$ cat config.mk
export PLATFORM = sky130hd
export DESIGN_NAME = ram_stream_reader
export DESIGN_NICKNAME = d
export VERILOG_FILES = /design/src/rtl/ram_stream_reader.sv
export SDC_FILE = /design/constraint.sdc
export NUM_CORES = 1
export LEC_CHECK = 0
export CORE_MARGIN = 2
export CORE_UTILIZATION = 55
export DETAILED_ROUTE_END_ITERATION = 8
export HOLD_SLACK_MARGIN = 0.03
export PLACE_DENSITY_LB_ADDON = 0.05
export SYNTH_ARGS = -nofsm -noshare
export SYNTH_HDL_FRONTEND = slang
export SYNTH_SLANG_ARGS = --single-unit
export TNS_END_PERCENT = 50
$ cat constraint.sdc
create_clock -name clk -period 7.6 [get_ports clk]
set_clock_uncertainty 0.2 [all_clocks]
set_input_delay 1.52 -clock clk [delete_from_list [all_inputs] [get_ports clk]]
set_output_delay 1.52 -clock clk [all_outputs]
set_load 0.05 [all_outputs]
$ cat src/rtl/ram_stream_reader.sv
// Streams a run of consecutive words out of a single-port Ram onto a valid/ready
// interface, hiding the RAM's one-cycle read latency behind a 2-entry buffer.
module ram_stream_reader #(
    parameter  int WORD_SIZE   = 8,
    parameter  int LENGTH_SIZE = 784,
    localparam int ADR_SIZE    = $clog2(LENGTH_SIZE)
) (
    input  logic                 clk,
    input  logic                 rstN,
    input  logic                 start,
    input  logic [ADR_SIZE-1:0]  baseAdr,
    input  logic [ADR_SIZE:0]    count,
    output logic                 busy,
    output logic                 done,
    output logic                 ramRd,
    output logic                 ramWr,
    output logic [ADR_SIZE-1:0]  ramAdr,
    input  logic [WORD_SIZE-1:0] ramDataOut,
    output logic [WORD_SIZE-1:0] outData,
    output logic                 outValid,
    input  logic                 outReady,
    output logic                 outLast
);

    localparam logic [ADR_SIZE-1:0] ADR_LAST = ADR_SIZE'(LENGTH_SIZE - 1);
    localparam logic [ADR_SIZE-1:0] ADR_ONE  = ADR_SIZE'(1);
    localparam logic [ADR_SIZE:0]   CNT_ONE  = (ADR_SIZE + 1)'(1);

    typedef enum logic [1:0] {IDLE, READ, DRAIN} state_t;

    state_t               state, state_nxt;
    logic [ADR_SIZE:0]    cnt_q, issued_q, popped_q;
    logic [ADR_SIZE-1:0]  adr_q;
    logic                 vld_p1;
    logic [1:0]           fill_q;
    logic                 wr_ptr_q, rd_ptr_q;
    logic [WORD_SIZE-1:0] fifo_q [2];
    logic [2:0]           occ;
    logic                 pop, fifo_wr, fifo_rd, done_nxt, last_issue, last_pop;

    // The word returning from the RAM counts as buffer occupancy in the cycle it
    // arrives, so an empty buffer forwards it directly and the stream has no bubble.
    assign outValid = (fill_q != 2'd0) || vld_p1;
    assign outData  = (fill_q != 2'd0) ? fifo_q[rd_ptr_q]
                    : (vld_p1 ? ramDataOut : '0);
    assign pop      = outValid && outReady;
    assign outLast  = outValid && (popped_q + CNT_ONE == cnt_q);

    assign occ      = {1'b0, fill_q} + {2'b00, vld_p1} - {2'b00, pop};
    assign ramRd    = (state == READ) && (issued_q < cnt_q) && (occ < 3'd2);
    assign ramWr    = 1'b0;
    assign ramAdr   = adr_q;
    assign busy     = (state != IDLE);

    assign fifo_wr    = vld_p1 && !(pop && fill_q == 2'd0);
    assign fifo_rd    = pop && (fill_q != 2'd0);
    assign last_issue = ramRd && (issued_q + CNT_ONE == cnt_q);
    assign last_pop   = pop && (popped_q + CNT_ONE == cnt_q);

    always_comb begin
        state_nxt = state;
        done_nxt  = 1'b0;
        case (state)
            IDLE: begin
                if (start) begin
                    if (count == '0) done_nxt = 1'b1;
                    else             state_nxt = READ;
                end
            end
            READ: begin
                if (last_issue) state_nxt = DRAIN;
            end
            DRAIN: begin
                if (last_pop) begin
                    state_nxt = IDLE;
                    done_nxt  = 1'b1;
                end
            end
            default: state_nxt = IDLE;
        endcase
    end

    // Stage p0 -> p1: read issue, address walk and buffer bookkeeping
    always_ff @(posedge clk or negedge rstN) begin
        if (!rstN) begin
            state    <= IDLE;
            done     <= 1'b0;
            cnt_q    <= '0;
            issued_q <= '0;
            popped_q <= '0;
            adr_q    <= '0;
            vld_p1   <= 1'b0;
            fill_q   <= 2'd0;
            wr_ptr_q <= 1'b0;
            rd_ptr_q <= 1'b0;
        end else begin
            state  <= state_nxt;
            done   <= done_nxt;
            vld_p1 <= ramRd;
            if (state == IDLE && start) begin
                cnt_q    <= count;
                adr_q    <= baseAdr;
                issued_q <= '0;
                popped_q <= '0;
            end else begin
                if (ramRd) begin
                    issued_q <= issued_q + CNT_ONE;
                    adr_q    <= (adr_q == ADR_LAST) ? '0 : adr_q + ADR_ONE;
                end
                if (pop) popped_q <= popped_q + CNT_ONE;
            end
            if (fifo_wr) wr_ptr_q <= !wr_ptr_q;
            if (fifo_rd) rd_ptr_q <= !rd_ptr_q;
            fill_q <= fill_q + {1'b0, fifo_wr} - {1'b0, fifo_rd};
        end
    end

    always_ff @(posedge clk) begin
        if (fifo_wr) fifo_q[wr_ptr_q] <= ramDataOut;
    end

    fifo_no_overflow: assert property (@(posedge clk) disable iff (!rstN)
        !(fifo_wr && !fifo_rd && fill_q == 2'd2));

endmodule

==> run summary, run 1 <==
Overflow after GRT - 0
# H-tree levels - 3
HPWL Detailed - 7.102 mm
Die X - 90.75 um
total number of yosys warnings - 0
routability congestion estimate - 0.8468
num ports - 57
CP required - 5880 ps
number of buffers created by CTS - 9
Final Setup Violations - 0
DR vias/cell - 5.804
cell mode on critical path - clkdlybuf4s50_1
antenna viol nets, final - 0
Crit Path Max Fanout - 17
synthesized instance count - 448
worst hold path class - flop to flop
CP Capture Type - output pin
outcome - finished, final reports clean
P per Cell Area - 317.2 nW/um^2
CTS Buffer Depth - 2
Post-CTS Hold Fix Bufs - 0
Chip Height - 90.75 um
initial antenna violation count - 0
Final WS setup - 718.6 ps
max_slew headroom - 35.28%
Die Footprint - 8236 um^2
top post-synthesis cells by area - dfrtp_1 (31%), edfxtp_1 (12%), xnor2_1 (5.7%)
overall routed net length - 9.719 mm
crit path launch - outReady
Worst Tran Pin Value - 967.2 ps
most common cell after layout, fill and taps aside - clkdlybuf4s50_1
Final #Nets - 544
Post-synth EDFFs - 16
CP max-delay cell - clkdlybuf4s50_1
Initial Utilization - 57.06%
CP max stage delay - 850 ps
vias in the first global route - 3377
ratio of cells with drive above 1 in the final layout - 5.611%
sequential-to-total area share from yosys stat - 42.44%
MaxCap Viol Count - 0
RSZ-0062 raised after global routing - no
first-pass GRT wire length - 16.35 mm
cts repair resizes - 0
Synth Register Bits - 67
R2R Path Start - vld_p1
minimum clock period - 6881 ps
max frequency - 145.3 MHz
input/output buffers - 55
synth unique cells - 60
Ant. Diodes - 0
leakage power - 1.941 nW
TritonRoute pass-1 iters - 4
setup TNS - 0 ps
Final Max Tran Viols - 0
post-CTS setup buffers - 0
row count - 31
P&R area growth vs syn - 17.74%
Setup WS pre-CTS - 758.1 ps
core box area - 7253 um^2
initial DRC count - 188
residual DRC count - 0
post-synth top area cell - dfrtp_1
CTS Root Cell - clkbuf_8
Mapped Area - 4139 um^2
Worst-Skew Late Latency - 340 ps
gr usage total - 24.74%
largest net degree at the start of global routing - 52
area share of the largest cell type after synthesis - 30.83%
R2R setup slack - 3430 ps
routed len/inst - 16.25 um
Sink Count - 67
worst-path cell chain - clkdlybuf4s50_1 > nand2_1 > nor2_1 > fa_1 > nand2b_1 > nor4_4 > o21ai_2 > or2_1 > clkinv_1 > clkdlybuf4s50_1
most frequent cells in the layout - clkdlybuf4s50_1 (54), dfrtp_1 (51), nand2_1 (47)
Top FF cell, synth - dfrtp_1
total number of vias - 3471
Syn Nets - 498
Worst Setup Start Kind - primary input
Arr. time, crit path - 5160 ps
Async S/R FF share, synth - 76.12%
fin crit share - 90.55%
Hold Path Origin - state[0]
CP Class - primary input to output pin
final-report hold violation count - 0
CTS clk-pin slew, worst paths - 70 ps
CTS tree - built
worst vdd ir - 0.3293 mV
Post-Syn Area per Cell - 9.239 um^2
final cells by class:
| type | instances | area (um^2) |
|---|---|---|
| well taps | 99 | 123.9 |
| clock buffers | 11 | 141.4 |
| multi-input cells | 339 | 2187 |
| inverters | 20 | 75.07 |
| repair buffers | 57 | 560.5 |
| flip-flops and latches | 67 | 1757 |
| fillers | 621 | 2380 |
| clock inverters | 5 | 28.78 |
synthesized netlist by cell type, types with 3 or more instances:
library cell / number
a21oi_1: 18
a31oi_1: 4
and2_1: 4
and3_1: 7
buf_2: 3
buf_4: 3
buf_6: 3
clkbuf_1: 12
dfrtp_1: 51
edfxtp_1: 16
ha_1: 16
inv_1: 19
mux2i_1: 11
nand2_1: 47
nand3_1: 26
nand3b_1: 3
nand4_1: 11
nor2_1: 33
nor3_1: 13
nor3b_1: 3
nor4_1: 7
o211ai_1: 3
o21ai_0: 37
o31ai_1: 4
or3_1: 7
or4_1: 3
xnor2_1: 27
xor2_1: 14
power breakdown:
group	switching, mW	total [mW]	internal [mW]
registers	0.107	0.555	0.448
logic	0.467	0.731	0.264
clock network	0.134	0.260	0.126
stage by stage:
stage          total power [mW]  cells  cell area (um^2)  util, %  hold slack [ps]
3_5_place_dp              1.290    582              4703    64.84            283.7
3_3_place_gp              1.269    582              4703    64.84            263.3
4_1_cts                   1.555    598              4873    67.19            295.5
5_1_grt                   1.641    598              4873    67.19            316.5
2_1_floorplan             1.084    448              4139        -            222.0
6_report                  1.546    598              4873    67.19            300.7
flip-flops by register name, summed over array words and instances (netlist names), 2 cells and up:
name and flops:
cnt_q 11, fifo_q 16, fill_q 2, issued_q 11
popped_q 11, ramAdr 10, state 2
path summary, 6_finish.rpt:
check / end / cells past startpoint
worst max-delay path: ramRd / 10
worst min-delay path: done / 1
worst max register to register: state[0] / 10
worst min register to register: done / 1
max in group asynchronous: fill_q[1] / 2
min in group asynchronous: popped_q[0] / 2
critical path: cells and delay by family:
kind	cells	cell delay [ps]
buffers and inverters	3	1620
and+or+nand+nor	5	1300
adders and majority gates	1	530
AOI/OAI and AO/OA	1	190
metal layers:
metal  up-vias  share of wire (%)  track usage [%]
met5         -                  0                0
met4         0               0.87            5.897
met3         6                4.2            6.594
met2        80                 50            41.23
met1      1674                 45            32.18
li1       1711                  -                -
cell families after synthesis:
logic type	count (synthesis)	share of synthesized area [%]
compound gates	87	12.82
xor+xnor	41	8.676
fa+ha+maj	17	5.320
buf+inv	42	4.715
flops	67	42.44
mux	12	2.932
other cells	1	0.09060
simple gates	181	23.00
Note: power is estimated with default switching activity, not from simulation.
==> run 2, diff against run 1 <==
Settings changed: CORE_UTILIZATION 55 to 25, PLACE_DENSITY set to 0.39, PLACE_DENSITY_LB_ADDON 0.05 to not set, SLEW_MARGIN set to 20.
==> run 2 against run 1 <==
Compared with the run above: cell area up 6.2%; critical path type unchanged; largest cell class unchanged; die area is 110% higher; critical endpoint unchanged; wire length rose by 17%; highest routed layer unchanged; critical path depth is the same; sequential power about the same.
==> run summary, run 2 (synthesis results as in run 1) <==
initial antenna violation count - 0
Final Setup Violations - 0
worst vdd ir - 0.2557 mV
Worst Tran Pin Value - 722.7 ps
Final Max Tran Viols - 0
ratio of cells with drive above 1 in the final layout - 5.812%
CP Capture Type - output pin
Arr. time, crit path - 5170 ps
gr usage total - 13.54%
fin crit share - 90.71%
antenna viol nets, final - 0
RSZ-0062 raised after global routing - no
P&R area growth vs syn - 25.06%
max_slew headroom - 51.64%
DR vias/cell - 4.769
CP max stage delay - 850 ps
minimum clock period - 6894 ps
TritonRoute pass-1 iters - 4
routed len/inst - 15.78 um
num ports - 57
outcome - finished, final reports clean
CTS tree - built
max frequency - 145.1 MHz
Post-CTS Hold Fix Bufs - 0
cts repair resizes - 0
Ant. Diodes - 0
cell mode on critical path - clkdlybuf4s50_1
overall power consumption - 1.742 mW
delay-heaviest family, CP - buffers and inverters
worst-path cell chain - clkdlybuf4s50_1 > nand2_1 > nor2_1 > fa_1 > nand2b_1 > nor4_4 > o21ai_2 > or2_1 > clkinv_1 > clkdlybuf4s50_1
Finished Layout Cells - 719
Core Util, Final - 31.55%
HPWL Detailed - 8.200 mm
number of buffers created by CTS - 9
Die Footprint - 17600 um^2
most frequent cells in the layout - clkdlybuf4s50_1 (54), dfrtp_1 (51), nand2_1 (47)
max reg flops - 16
Initial Utilization - 25.23%
CTS clk-pin slew, worst paths - 60 ps
Sink Count - 67
total number of vias - 3429
CTS Buffer Depth - 2
setup TNS - 0 ps
CP Class - primary input to output pin
vias in the first global route - 3419
Final #Nets - 544
CP required - 5880 ps
final-report hold violation count - 0
Die X - 132.7 um
most common cell after layout, fill and taps aside - clkdlybuf4s50_1
residual DRC count - 0
routability congestion estimate - 0.8114
Setup WS pre-CTS - 656.3 ps
CP max-delay cell - clkdlybuf4s50_1
CTS Root Cell - clkbuf_16
leakage power - 2.004 nW
Overflow after GRT - 0
post-CTS setup buffers - 0
Hold WS - 280.5 ps
fin area - 5176 um^2
Final WS setup - 706.1 ps
Worst-Skew Late Latency - 340 ps
Chip Height - 132.7 um
first-pass GRT wire length - 18.63 mm
Crit Path Max Fanout - 17
Crit path buffers/inverters - 3
# H-tree levels - 3
P per Cell Area - 336.4 nW/um^2
largest net degree at the start of global routing - 52
MaxCap Viol Count - 0
Worst Setup Start Kind - primary input
initial DRC count - 205
input/output buffers - 55
Placed Cells - 703
row count - 47
overall routed net length - 11.34 mm
Most flops, register - fifo_q
placed cell areas - 4855 um^2
worst hold path class - flop to flop
core box area - 16410 um^2
==> run 2: cell count changes in the layout (fill, tap and decap cells not counted), sizes merged <==
cell	before	now
clkbuf	11	10
bufinv	0	2
inv	20	19
==> run 2: layout make-up <==
cell class | count | area [um^2]
clock buffer | 10 | 229.0
clock inverter | 6 | 90.09
fill | 1698 | 11230
inverter | 20 | 75.07
multi-input combinational | 339 | 2190
sequential | 67 | 1757
tap | 220 | 275.3
timing repair buffer | 57 | 560.5
==> run 2: path summary, 6_finish.rpt <==
path	from	end	slack (ps)	cells past startpoint
setup / recovery	outReady	ramRd	710	10
hold / removal	state[0]	done	280	1
setup reg to reg	vld_p1	ramAdr[8]	3410	11
hold reg to reg	state[0]	done	280	1
max in group asynchronous	rstN	ramAdr[3]	5610	2
min in group asynchronous	rstN	issued_q[2]	1110	2
==> run 2: per-layer routing <==
layer	global-route usage, %	vias to the layer above	share of wire, %
met5	0	-	0
met4	5.197	0	1.7
met3	2.261	13	2.9
met2	22.51	64	48
met1	17.63	1642	47
li1	-	1710	-
==> run 2: power by group <==
group	leakage, nW	total [mW]	switching, mW	internal, mW
clock network	0.153	0.454	0.167	0.288
registers	0.757	0.558	0.109	0.449
logic	1.09	0.729	0.465	0.264
total	2.00	1.74	0.741	1.00
==> run 2: worst register-to-register path: cells and delay by family (launching register included) <==
kind | cells | cell delay, ps
AND/OR/NAND/NOR | 6 | 1850
flip-flops | 1 | 550
AO/OA/AOI/OAI | 2 | 370
XOR/XNOR | 1 | 240
buffers and inverters | 1 | 470
adder cells (fa/ha/maj) | 1 | 410
==> run 3, diff against run 2 <==
Settings changed: CORE_MARGIN 2 to 4, CORE_UTILIZATION 25 to 40, PLACE_DENSITY 0.39 to 0.57.
==> run 3 against run 2 <==
Compared with the run above: clock power is 33% lower; non-clock buffer count is the same; worst hold slack got worse by 11 ps; setup slack better by 43 ps; critical path depth is the same; maximum frequency rose by 0.63%; power down 9.1%; sequential cell count is the same; critical endpoint unchanged; largest cell class unchanged.
==> run summary, run 3 (synthesis results as in run 1) <==
outcome - finished, final reports clean
worst hold path class - flop to flop
antenna viol nets, final - 0
CTS Buffer Depth - 2
P per Cell Area - 320.1 nW/um^2
RSZ-0062 raised after global routing - no
Crit Path Max Fanout - 17
worst vdd ir - 0.2125 mV
fin crit share - 90.14%
CP required - 5880 ps
max reg flops - 16
final-report hold violation count - 0
worst hold path depth - 1
Post-CTS Hold Fix Bufs - 0
Core Util, Final - 49.90%
Most flops, register - fifo_q
fin area - 4945 um^2
Die X - 109.7 um
P&R area growth vs syn - 19.47%
Final #Nets - 544
placed cell areas - 4746 um^2
Worst-Skew Late Latency - 340 ps
cells on worst reg2reg path - 10
Worst Setup Start Kind - primary input
post-CTS setup buffers - 0
overall routed net length - 10.08 mm
residual DRC count - 0
CTS tree - built
initial DRC count - 120
first-pass GRT wire length - 16.93 mm
TritonRoute pass-1 iters - 4
Multi-input gate area - 2187 um^2
MaxCap Viol Count - 0
cts repair resizes - 0
CTS Root Cell - clkbuf_8
fill cell count - 957
max frequency - 146.0 MHz
largest net degree at the start of global routing - 52
number of buffers created by CTS - 9
Worst Tran Pin Value - 974.0 ps
Final Max Tran Viols - 0
num ports - 57
max_slew headroom - 34.83%
Die Footprint - 12040 um^2
core box area - 9910 um^2
total number of vias - 3459
most frequent cells in the layout - clkdlybuf4s50_1 (54), dfrtp_1 (51), nand2_1 (47)
Chip Height - 109.7 um
CP Class - primary input to output pin
Sequential Area - 1757 um^2
Initial Utilization - 41.77%
setup TNS - 0 ps
# H-tree levels - 3
routability congestion estimate - 0.8723
Sink Count - 67
Final Setup Violations - 0
DR vias/cell - 5.473
leakage power - 1.955 nW
minimum clock period - 6851 ps
ratio of cells with drive above 1 in the final layout - 5.812%
Arr. time, crit path - 5130 ps
input/output buffers - 55
Ant. Diodes - 0
gr usage total - 17.93%
row count - 36
HPWL Detailed - 7.278 mm
CTS clk-pin slew, worst paths - 80 ps
most common cell after layout, fill and taps aside - clkdlybuf4s50_1
routed len/inst - 15.95 um
Overflow after GRT - 0
CP Capture Type - output pin
initial antenna violation count - 0
vias in the first global route - 3389
-- run 3: cell count changes in the layout (fill, tap and decap cells not counted), sizes merged --
cell	delta
bufinv	-1
clkbuf	-1
clkinv	+1
clkinvlp	-1
inv	+2
-- run 3: path summary, 6_finish.rpt --
check                          from           to  slack (ps)
max                        outReady        ramRd         750
min                        state[0]         done         270
max reg2reg                  vld_p1     state[0]        3450
min reg2reg                state[0]         done         270
max in group asynchronous      rstN  issued_q[3]        5650
min in group asynchronous      rstN     cnt_q[5]        1090
-- run 3: metal layers --
metal,up-vias,GRT usage [%],wire (um)
met5,-,0,0
met4,0,6.679,146
met3,13,2.466,422
met2,82,29.21,4756
met1,1658,24.30,4753
li1,1706,-,-
-- run 3: cell type report --
class	instances	area share, %
timing repair buffer	57	11.34
clock inverter	7	1.518
tap	133	3.365
multi-input combinational	339	44.23
inverter	20	1.518
sequential	67	35.53
clock buffer	9	2.505
-- run 3: critical path, stage by stage --
cell             delay, ps
clkdlybuf4s50_1        480
nand2_1                310
nor2_1                 110
fa_1                   520
nand2b_1                90
nor4_4                 320
o21ai_2                180
or2_1                  460
clkinv_1               280
clkdlybuf4s50_1        850
-- run 3: stage by stage --
stage,setup WS [ps],hold slack [ps],cells,total power [mW]
2_1_floorplan,2270,222.0,448,1.084
3_3_place_gp,796.3,274.6,616,1.278
3_5_place_dp,746.8,270.3,616,1.284
4_1_cts,722.4,270.2,632,1.601
5_1_grt,520.3,294.1,632,1.689
6_report,749.4,269.1,632,1.583
-- run 3: power breakdown --
group | internal [mW] | switching [mW]
sequential | 0.448 | 0.105
clock | 0.154 | 0.152
combinational | 0.263 | 0.461
total | 0.865 | 0.718
